===== config.mk =====
export PLATFORM = sky130hd
export DESIGN_NAME = gpr_scoreboard_flat
export DESIGN_NICKNAME = d
export VERILOG_FILES = /design/src/rtl/gpr_scoreboard_if.sv /design/src/rtl/gpr_scoreboard.sv /design/src/flat_wrapper.sv
export SDC_FILE = /design/constraint.sdc
export NUM_CORES = 1
export LEC_CHECK = 0
export CORE_ASPECT_RATIO = 0.8
export CORE_MARGIN = 4
export CORE_UTILIZATION = 45
export CTS_BUF_LIST = sky130_fd_sc_hd__clkbuf_4 sky130_fd_sc_hd__clkbuf_8
export DETAILED_ROUTE_END_ITERATION = 12
export PLACE_DENSITY_LB_ADDON = 0.1
export SYNTH_ARGS = -nofsm -noshare
export SYNTH_HDL_FRONTEND = slang
export SYNTH_SLANG_ARGS = --single-unit
export TNS_END_PERCENT = 5

===== constraint.sdc =====
create_clock -name clk -period 2.5 [get_ports clk]
set_input_delay 0.75 -clock clk [delete_from_list [all_inputs] [get_ports clk]]
set_output_delay 0.75 -clock clk [all_outputs]
set_load 0.02 [all_outputs]

===== src/rtl/gpr_scoreboard_if.sv =====
// Register-file scoreboard bus: write port, two read ports and the reservation port.
interface gpr_scoreboard_if #(
    parameter int WIDTH = 8,
    parameter int AW    = 3
);
    logic             reg_write;
    logic [AW-1:0]    sel_d;
    logic [WIDTH-1:0] data_in;
    logic [AW-1:0]    sel_a;
    logic [AW-1:0]    sel_b;
    logic [WIDTH-1:0] bus_a;
    logic [WIDTH-1:0] bus_b;
    logic             rdy_a;
    logic             rdy_b;
    logic             rsv;
    logic [AW-1:0]    sel_r;
    logic             rsv_ok;
    logic [AW:0]      busy_cnt;

    modport master (
        output reg_write, sel_d, data_in, sel_a, sel_b, rsv, sel_r,
        input  bus_a, bus_b, rdy_a, rdy_b, rsv_ok, busy_cnt
    );

    modport slave (
        input  reg_write, sel_d, data_in, sel_a, sel_b, rsv, sel_r,
        output bus_a, bus_b, rdy_a, rdy_b, rsv_ok, busy_cnt
    );
endinterface


===== src/rtl/gpr_scoreboard.sv =====
// General-purpose register file with per-register busy bits for in-order issue
// scoreboarding: combinational reads with optional write bypass, reservations, busy count.
module gpr_scoreboard #(
    parameter int WIDTH   = 8,
    parameter int AW      = 3,
    parameter int ZERO_R0 = 0,
    parameter int BYPASS  = 1
) (
    input logic            clk,
    input logic            reset,
    gpr_scoreboard_if.slave sb
);
    localparam int unsigned DEPTH = 1 << AW;

    logic             wr_i;
    logic [AW-1:0]    sel_d_i;
    logic [WIDTH-1:0] data_i;
    logic             rsv_i;
    logic [AW-1:0]    sel_r_i;

    logic [WIDTH-1:0] regs_q [DEPTH];
    logic [DEPTH-1:0] busy_q, busy_d;
    logic [AW:0]      cnt_q, cnt_d;

    logic wr_en, rsv_ok_raw, set_en, clr_en, inc, dec;
    logic [WIDTH:0] port_a, port_b;

    assign wr_i    = sb.reg_write;
    assign sel_d_i = sb.sel_d;
    assign data_i  = sb.data_in;
    assign rsv_i   = sb.rsv;
    assign sel_r_i = sb.sel_r;

    function automatic logic [WIDTH:0] read_port(input logic [AW-1:0] sel);
        if (!reset)
            return {1'b1, {WIDTH{1'b0}}};
        if (ZERO_R0 != 0 && sel == '0)
            return {1'b1, {WIDTH{1'b0}}};
        if (BYPASS != 0 && wr_i && sel_d_i == sel)
            return {1'b1, data_i};
        return {!busy_q[sel], regs_q[sel]};
    endfunction

    always_comb begin
        port_a = read_port(sb.sel_a);
        port_b = read_port(sb.sel_b);
    end

    assign sb.bus_a    = port_a[WIDTH-1:0];
    assign sb.rdy_a    = port_a[WIDTH];
    assign sb.bus_b    = port_b[WIDTH-1:0];
    assign sb.rdy_b    = port_b[WIDTH];
    assign sb.rsv_ok   = !reset || rsv_ok_raw;
    assign sb.busy_cnt = cnt_q;

    // Write-clear is applied before reservation-set so a same-register pair ends busy;
    // the count moves only where a busy bit actually changes.
    always_comb begin
        wr_en      = wr_i && !(ZERO_R0 != 0 && sel_d_i == '0);
        rsv_ok_raw = !busy_q[sel_r_i] || (wr_i && sel_d_i == sel_r_i);
        set_en     = rsv_i && rsv_ok_raw && !(ZERO_R0 != 0 && sel_r_i == '0);
        clr_en     = wr_en && busy_q[sel_d_i];
        inc        = set_en && !busy_q[sel_r_i];
        dec        = clr_en && !(set_en && sel_r_i == sel_d_i);

        busy_d = busy_q;
        if (clr_en)
            busy_d[sel_d_i] = 1'b0;
        if (set_en)
            busy_d[sel_r_i] = 1'b1;

        cnt_d = cnt_q;
        if (inc && !dec)
            cnt_d = cnt_q + 1'b1;
        else if (dec && !inc)
            cnt_d = cnt_q - 1'b1;
    end

    always_ff @(posedge clk or negedge reset) begin
        if (!reset) begin
            for (int unsigned i = 0; i < DEPTH; i++)
                regs_q[i] <= '0;
            busy_q <= '0;
            cnt_q  <= '0;
        end else begin
            if (wr_en)
                regs_q[sel_d_i] <= data_i;
            busy_q <= busy_d;
            cnt_q  <= cnt_d;
        end
    end
endmodule


===== src/flat_wrapper.sv =====
// flat-port wrapper written by rule: the top's interface ports become plain ports
module gpr_scoreboard_flat 
#(
    parameter int WIDTH   = 8,
    parameter int AW      = 3,
    parameter int ZERO_R0 = 0,
    parameter int BYPASS  = 1
)
  (clk, reset, sb_reg_write, sb_sel_d, sb_data_in, sb_sel_a, sb_sel_b, sb_rsv, sb_sel_r, sb_bus_a, sb_bus_b, sb_rdy_a, sb_rdy_b, sb_rsv_ok, sb_busy_cnt);
  gpr_scoreboard_if #(.WIDTH(WIDTH), .AW(AW)) sb_i ();
  input logic clk;
  input logic reset;
  input wire logic [$bits(sb_i.reg_write)-1:0] sb_reg_write;
  input wire logic [$bits(sb_i.sel_d)-1:0] sb_sel_d;
  input wire logic [$bits(sb_i.data_in)-1:0] sb_data_in;
  input wire logic [$bits(sb_i.sel_a)-1:0] sb_sel_a;
  input wire logic [$bits(sb_i.sel_b)-1:0] sb_sel_b;
  input wire logic [$bits(sb_i.rsv)-1:0] sb_rsv;
  input wire logic [$bits(sb_i.sel_r)-1:0] sb_sel_r;
  output wire logic [$bits(sb_i.bus_a)-1:0] sb_bus_a;
  output wire logic [$bits(sb_i.bus_b)-1:0] sb_bus_b;
  output wire logic [$bits(sb_i.rdy_a)-1:0] sb_rdy_a;
  output wire logic [$bits(sb_i.rdy_b)-1:0] sb_rdy_b;
  output wire logic [$bits(sb_i.rsv_ok)-1:0] sb_rsv_ok;
  output wire logic [$bits(sb_i.busy_cnt)-1:0] sb_busy_cnt;
  assign sb_i.reg_write = sb_reg_write;
  assign sb_i.sel_d = sb_sel_d;
  assign sb_i.data_in = sb_data_in;
  assign sb_i.sel_a = sb_sel_a;
  assign sb_i.sel_b = sb_sel_b;
  assign sb_i.rsv = sb_rsv;
  assign sb_i.sel_r = sb_sel_r;
  assign sb_bus_a = sb_i.bus_a;
  assign sb_bus_b = sb_i.bus_b;
  assign sb_rdy_a = sb_i.rdy_a;
  assign sb_rdy_b = sb_i.rdy_b;
  assign sb_rsv_ok = sb_i.rsv_ok;
  assign sb_busy_cnt = sb_i.busy_cnt;
  gpr_scoreboard #(.WIDTH(WIDTH), .AW(AW), .ZERO_R0(ZERO_R0), .BYPASS(BYPASS)) u_core (.clk(clk), .reset(reset), .sb(sb_i));
endmodule

# After elaboration in Yosys (flattened, before gate mapping)
# Cells that the tools add are included.
# word_totals
elab_cells	91
regBits	76
inputBits	24
out_inout_bits	23
# op_classes
muxes	36
n_reduce_logical	23
add_sub_neg	2
bitwise	6
eq_ne	4
n_lt_le_gt_ge	10
# op_table
op	n
$bwmux 64	1
$mux 9	7
$mux 8	7
$bmux 8 s3	2
$demux 8 s3	1
$lt 3x4->1 const B	4
$logic_and 1x1->1	13
$bmux 1 s3	4
$eq 3x3->1	4
$ge 4x4->1 const B	3
$not 3->4	3
$mux 1	10
$and 8x8->8	1
$mux 4	2
$not 8->8	1
$or 8x8->8	1
$logic_not 1->1	7
$demux 1 s3	2
$ge 3x1->1 const B	2
$add 4x1->4 const B	1
$lt 4x1->1 const B	1
$sub 4x1->4 const B	1
$logic_or 1x1->1	2
$reduce_bool 2->1	1

# Logic depth before layout (Yosys ltp)
# Gate-level depths: netlist of the first run.
# depth
word_depth	11
mapped_depth	12
mapped_depth_nobuf	11

# Worst setup path before layout of the first run
# Ideal clock, no wire load.
# synth_path
kind	in2reg
from	in sb_sel_d[1]
to	reg u_core.cnt_q[3] (netlist: u_core.sb.busy_cnt[3])
setup_ps	80
required_ps	2420
t_arrival_ps	2919
n_path_buf	1
path_stages	11
slack_ps	-499
path_cell_list	buf_6 -> mux4_2 -> mux2i_4 -> nand3b_1 -> ha_1 -> inv_1 -> ha_1 -> a21o_1 -> a21oi_1 -> mux2i_1 -> xnor2_1
# synth_between
elab_chain_cells	10
elab_cells_between_ends	18
classes_between	eq/ne: 2; mux: 3; reduce/logical: 13
# synth_rtl
item	line	text
start: declaration	flat_wrapper.sv:14	input wire logic [$bits(sb_i.sel_d)-1:0] sb_sel_d;
$eq 3x3->1	gpr_scoreboard.sv:60, gpr_scoreboard.sv:64	
$logic_and 1x1->1	gpr_scoreboard.sv:60	rsv_ok_raw = !busy_q[sel_r_i] || (wr_i && sel_d_i == sel_r_i);
$logic_or 1x1->1	gpr_scoreboard.sv:60	
$logic_and 1x1->1	gpr_scoreboard.sv:61	set_en = rsv_i && rsv_ok_raw && !(ZERO_R0 != 0 && sel_r_i == '0);
$logic_and 1x1->1	gpr_scoreboard.sv:64	dec = clr_en && !(set_en && sel_r_i == sel_d_i);
$logic_not 1->1	gpr_scoreboard.sv:64	
$logic_and 1x1->1	gpr_scoreboard.sv:64	
$logic_not 1->1	gpr_scoreboard.sv:73	if (inc && !dec)
$logic_and 1x1->1	gpr_scoreboard.sv:73	
$mux 4 or $reduce_bool 2->1 (tied branches)	n/a	
end signal: assignment	gpr_scoreboard.sv:89	cnt_q <= cnt_d;
end: declaration	gpr_scoreboard.sv:23	logic [AW:0] cnt_q, cnt_d;
# Parallel ways exist; a longest one is shown, timed or not. The select of a mux whose other input is x is not followed.
# A chain may end at the register's enable or synchronous reset.

# Final worst setup path of the first run
# layout_path
from	in sb_sel_b[0]
to	out sb_bus_b[7]
# layout_between
elab_chain_cells	6
elab_cells_between_ends	11
classes_between	eq/ne: 1; mux: 8; bitwise: 1; reduce/logical: 1
# layout_rtl
item	line	text
start: declaration	flat_wrapper.sv:17	input wire logic [$bits(sb_i.sel_b)-1:0] sb_sel_b;
$not 3->4 (not written as such) or $eq 3x3->1 (tied branches)	gpr_scoreboard.sv:41, gpr_scoreboard.sv:39	
$bmux 8 s3 or $logic_and 1x1->1 (tied branches)	gpr_scoreboard.sv:41, gpr_scoreboard.sv:39	
$mux 8 (not written as such) or $mux 1 (tied branches)	gpr_scoreboard.sv:41, gpr_scoreboard.sv:39	
$mux 8 (not written as such) or $mux 1 (tied branches)	gpr_scoreboard.sv:41, gpr_scoreboard.sv:37	
$mux 9 *	gpr_scoreboard.sv:41	return {!busy_q[sel], regs_q[sel]};
$mux 9 *	gpr_scoreboard.sv:37	if (ZERO_R0 != 0 && sel == '0)
end: declaration	flat_wrapper.sv:21	output wire logic [$bits(sb_i.bus_b)-1:0] sb_bus_b;
# Mark *: on every way between the ends. The rest lies on a longest branch, timed or not. The select of a mux whose other input is x is not followed.

==> results.toml, run 1 <==
[setup_path]
crit_arrival_ns = 1.97
cpMaxStageDelayCell = "mux4_2"
cp.required_ns = 1.75
crit_cells = 7
cp.buffers_inverters = 4
worstSetupEndpointType = "output pin"
critical_path_class = "in2out"
cp_common_cell = "buf_6"
crit_start = "sb_sel_b[0]"
critPathCapture = "sb_bus_b[7]"
worstRegToRegCells = 10
crit_chain = "buf_8, buf_6, buf_6, mux4_2, mux2i_1, a21oi_1, buf_4"
crit_family = "multiplexers"
r2r-end = "u_core.sb.busy_cnt[3]$_DFFE_PN0P_"
start_kind = "input pin"
timing.rr.start = "u_core.busy_q[6]$_DFF_PN0_"
crit_fanout = 4
crit_path_max_incr_delay_ns = 0.48
r2r_slack_ns = -0.12

[power]
totalPowerFinal_mw = 4.722
pwr-share-clk_pct = 18.8
power_frac_seq_pct = 39.5
p_leak_nw = 2.676
p_sw_mw = 1.594
p_sw_share_pct = 33.75
powerDensity_nw_per_um2 = 752.5
p_int_mw = 3.128
combPwrFrac_pct = 41.8
irDropWorstVdd_v = 0.0004253

[placed_design]
io_buffer_count = 46
place_congestion = 0.8537
dp_hpwl_mm = 9.397

[detailed_routing]
drc = 0
drt-vias-per-instance = 5.674
ant_nets = 0
drt_iter0_drc = 182
wl_per_cell_um = 20.23
vias = 3450
wl_mm = 12.30
drt_first_pass_iters = 4

[layout]
multiInputGateArea_sq_um = 2684
diodes = 0
syn2layout_area_growth_pct = 36.24
postLayoutCoreUtil_pct = 63.97
fillers = 751
seqCellArea_sq_um = 1902
layout.nets = 495
layout-drive-gt1-share_pct = 61.86

[floorplan]
die_w_um = 121.1
core_area_sq_um = 9809
dieHeight_um = 98.49
std_cell_rows = 32
start_util_pct = 46.95
dieArea_sq_um = 11930
ioPinCount = 47

[synthesis]
synth_warnings = 0
synthesis.area_sq_um = 4606
synthArstFlopShare_pct = 100.0
yosysTopAreaCell = "dfrtp_1"
synth_top_area_share_pct = 41.29
ys_seq_area_share_pct = 41.29
netlist_top_cells_count = "dfrtp_1 (76), mux2_2 (67), mux4_2 (38)"
synth.net_count = 366
synth_most_common_cell = "dfrtp_1"
netlist_instances = 338
yosys_most_used_dff = "dfrtp_1"
synthDistinctLibCells = 37
synth_area_per_cell_sq_um = 13.63
synth_seq_cells = 76
netlist_top_cells_area = "dfrtp_1 (41%), mux4_2 (19%), mux2_2 (16%)"
synth_edf_count = 0

[timing]
hold_violations = 0
post-route-min-period_ns = 2.723
max_freq_ghz = 0.3672
worst_pin_slew_ns = 0.3890
fin_crit_sh_pct = 108.9
drv_slew = 0
timing.slew.headroom_pct = 74.01
timing.final.ws_setup_ns = -0.2234
fin_skew_ns = 0.007751
setup_viol = 21
rsz0062_at_grt = "true"

[clocking]
cts_htree_levels = 3
cts_sinks = 76
numCtsBuffers = 9
clock_path_buffers = 2
cts_root_buffer = "clkbuf_8"
clk_pin_slew_ns = 0.09
cts_tree = "yes"
holdBufCountCts = 0
insertion_delay_ns = 0.37

[status]
failed_checks = "setup timing"
outcome = "complete, but fails checks"

[job]
drv_cap = 0

[global_route]
grt_usage_pct = 21.86
grt_pass1_wl_mm = 19.79
grt_pass1_vias = 3573
grt_max_degree = 17
grt-ovfl-total = 0
antenna_found_initial = 0

[worst_hold_path]
hold_class = "in2async"
[per-stage QoR]
stage               cell area (sq um)  hold slack, ns  setup slack [ns]  setup TNS (ns)  cells
CTS                              6236          0.3459           -0.2719          -4.671    607
finish                           6275          0.3846           -0.2234          -3.446    608
detailed placement               5951          0.4656            -1.170          -27.53    591
global route                     6275          0.3804           -0.2786          -4.683    608
floorplan                        4633          0.4544           -0.3609          -4.573    338
global placement                 5951          0.4552            -1.126          -26.44    591
[routing by layer]
layer	up-vias	part of all wire, %	global-route usage (%)	wire [um]
met5	-	0	0	0
met4	0	1.1	5.662	136
met3	10	3.7	4.246	458
met2	76	50	36.17	6178
met1	1789	45	29.86	5525
li1	1575	-	-	-
[cell type report]
class,count,share of cell area [%]
multi-input combinational,229,42.77
sequential,76,30.31
timing repair buffer,148,21.12
tap,136,2.712
clock buffer,10,2.094
clock inverter,6,0.7777
inverter,3,0.2193
[worst min path at each step]
stage                                                    to  slack [ns]                         startpoint
after global placement    u_core.sb.busy_cnt[3]$_DFFE_PN0P_        0.46  u_core.sb.busy_cnt[3]$_DFFE_PN0P_
after floorplan                  u_core.busy_q[0]$_DFF_PN0_        0.45                              reset
final                         u_core.regs_q[46]$_DFFE_PN0P_        0.38                              reset
after CTS                     u_core.regs_q[46]$_DFFE_PN0P_        0.35                              reset
after global routing          u_core.regs_q[46]$_DFFE_PN0P_        0.38                              reset
after detailed placement  u_core.sb.busy_cnt[3]$_DFFE_PN0P_        0.47  u_core.sb.busy_cnt[3]$_DFFE_PN0P_
[logic make-up after synthesis]
group                    count (synthesis)  share of synthesized area, %
multiplexers                           125                         39.58
flip-flops                              76                         41.29
AO/OA/AOI/OAI                           55                         7.335
buffers and inverters                   33                         3.994
AND/OR/NAND/NOR                         33                         4.265
XOR/XNOR                                12                         2.282
adder cells (fa/ha/maj)                  4                         1.250
[power by group through the flow]
stage / clock (mW) / combinational, mW / sequential, mW
6_report: 0.887 / 1.97 / 1.86
3_3_place_gp: 0 / 1.86 / 1.85
2_1_floorplan: 0 / 1.17 / 1.81
4_1_cts: 0.911 / 1.96 / 1.85
3_5_place_dp: 0 / 1.91 / 1.88
5_1_grt: 0.958 / 2.12 / 1.91
[cell usage in the layout, fill, tap and decap left out, drive strengths merged, types with 4 or more instances in the layout]
master	synthesis	routed
buf	24	130
dfrtp	76	76
mux2	67	67
mux4	38	38
o21ai	25	25
mux2i	20	20
a21oi	17	17
clkbuf	6	14
clkdlybuf4s50	0	13
nand2	10	10
xnor2	9	9
nand3	7	7
inv	3	5
o41ai	4	4
o31ai	4	4
[flip-flops by register name, summed over array words and instances (netlist names)]
register            flops
u_core.busy_q           8
u_core.regs_q          64
u_core.sb.busy_cnt      4
[what timing repair did]
item                       4_1_cts  5_1_grt
buffers inserted                 1        2
pin swaps                       21       19
setup endpoints to repair       23       22
resized for setup              191       27
[worst reg2reg max path, stage by stage, from the launching register on]
cell,delay (ns)
dfrtp_1,0.45
mux4_2,0.52
mux2i_4,0.16
nand3b_1,0.19
ha_2,0.23
inv_4,0.05
ha_4,0.21
a21o_1,0.17
a21oi_2,0.15
mux2i_2,0.26
xnor2_1,0.15
No activity file was read; power rests on OpenSTA's default activity.
==> run 2, diff against run 1 <==
--- a/config.mk
+++ b/config.mk
@@ -5,7 +5,7 @@
 export SDC_FILE = /design/constraint.sdc
 export NUM_CORES = 1
 export LEC_CHECK = 0
-export CORE_ASPECT_RATIO = 0.8
+export CORE_ASPECT_RATIO = 1.1
 export CORE_MARGIN = 4
 export CORE_UTILIZATION = 45
 export CTS_BUF_LIST = sky130_fd_sc_hd__clkbuf_4 sky130_fd_sc_hd__clkbuf_8
==> results.toml, run 2 (same netlist as run 1, synthesis figures left out) <==
[status]
outcome = "complete, but fails checks"
failed_checks = "setup timing"

[timing]
timing.final.ws_setup_ns = -0.2800
holdWs_ns = 0.3246
post-route-min-period_ns = 2.780
setup_viol = 21
fin_crit_sh_pct = 111.2
hold_violations = 0
drv_slew = 0
timing.slew.headroom_pct = 78.08
fin_skew_ns = 0.009257
fin_setup_tns_ns = -4.650
worst_pin_slew_ns = 0.3246
max_freq_ghz = 0.3597
rsz0062_at_grt = "true"

[clocking]
cts_htree_levels = 3
cts_tree = "yes"
numCtsBuffers = 9
clk_pin_slew_ns = 0.08
cts_root_buffer = "clkbuf_8"
clock_path_buffers = 2
cts_sinks = 76
insertion_delay_ns = 0.35
holdBufCountCts = 0

[setup_path]
worstSetupEndpointType = "output pin"
start_kind = "input pin"
crit_arrival_ns = 2.03
r2r-end = "u_core.sb.busy_cnt[3]$_DFFE_PN0P_"
cp.required_ns = 1.75
crit_fanout = 6
timing.rr.start = "u_core.busy_q[1]$_DFF_PN0_"
r2r_slack_ns = -0.06
worstRegToRegCells = 11
critical_path_class = "in2out"

[layout]
syn2layout_area_growth_pct = 38.98
final_common_cell = "buf_4"
fillers = 740
most-common-layout-cells = "buf_4 (98), dfrtp_1 (76), mux2_2 (66)"
diodes = 0
layout.nets = 503
largest-register = "u_core.regs_q"
largest_reg_flops = 64
layout-drive-gt1-share_pct = 61.04
stdcell_area_sq_um = 6401
final_cell_count_no_fill = 600

[detailed_routing]
vias = 3460
ant_nets = 0
drt-vias-per-instance = 5.767
drt_first_pass_iters = 4
wl_per_cell_um = 21.23
drc = 0
wl_mm = 12.74
drt_iter0_drc = 212

[floorplan]
std_cell_rows = 38
dieArea_sq_um = 11920
ioPinCount = 47
core_area_sq_um = 9937
die_w_um = 104.5
dieHeight_um = 114.1
start_util_pct = 46.35

[placed_design]
place_congestion = 0.8384
io_buffer_count = 46
dp_hpwl_mm = 8.835
place_inst = 571
post_dp_cell_area_sq_um = 5901

[global_route]
grt_max_degree = 22
antenna_found_initial = 0
grt_pass1_wl_mm = 20.74
grt_usage_pct = 22.91
grt_pass1_vias = 3758
grt-ovfl-total = 0

[job]
drv_cap = 0

[power]
p_leak_nw = 2.750
powerDensity_nw_per_um2 = 761.8
irDropWorstVdd_v = 0.0003468
totalPowerFinal_mw = 4.877

[worst_hold_path]
hold_class = "in2async"
## run 2: area by class of cell
cell class | count | area [sq um] | area share [%]
timing repair buffer | 156 | 1465 | 22.89
clock buffer | 12 | 165.2 | 2.580
tap | 120 | 150.1 | 2.346
sequential | 76 | 1902 | 29.71
multi-input combinational | 229 | 2650 | 41.40
inverter | 3 | 13.76 | 0.2150
clock inverter | 4 | 55.05 | 0.8600
## run 2: what timing repair did
action | CTS | global route
setup buffers | 9 | 0
setup endpoints to repair | 23 | 22
gates cloned | 4 | 0
resized for setup | 182 | 17
hold endpoints to repair | 0 | 0
pin swaps | 12 | 8
## run 2: worst max-delay path by stage
stage / startpoint / endpoint
5_1_grt: sb_sel_b[0] / sb_bus_b[7]
3_3_place_gp: sb_sel_b[0] / sb_rdy_b
3_5_place_dp: sb_sel_b[0] / sb_rdy_b
6_report: sb_sel_b[0] / sb_bus_b[6]
4_1_cts: sb_sel_b[0] / sb_bus_b[6]
2_1_floorplan: sb_sel_d[1] / u_core.sb.busy_cnt[3]$_DFFE_PN0P_
## run 2: stage by stage
step / worst slack [ns] / utilization, %
2_1_floorplan: -0.3609 / -
3_3_place_gp: -1.140 / 59.38
3_5_place_dp: -1.155 / 59.38
4_1_cts: -0.2998 / 63.75
5_1_grt: -0.3194 / 64.42
6_report: -0.2800 / 64.42
## run 2: layer usage
metal / track usage [%] / up-vias / part of all wire, %
li1: - / 1585 / -
met1: 30.21 / 1765 / 43
met2: 38.54 / 85 / 50
met3: 4.117 / 25 / 5.1
met4: 7.801 / 0 / 2.2
met5: 0 / - / 0
## run 2: power by group
part           total (mW)  internal [mW]  switching, mW
registers            1.85           1.56          0.290
logic                2.00           1.20          0.801
clock network        1.02          0.549          0.473
total                4.88           3.31           1.56
## run 2: worst max-delay path: stages
cell,delay (ns)
buf_12,0.09
buf_12,0.12
buf_12,0.13
mux4_2,0.53
mux2i_4,0.18
a21oi_2,0.07
buf_4,0.15
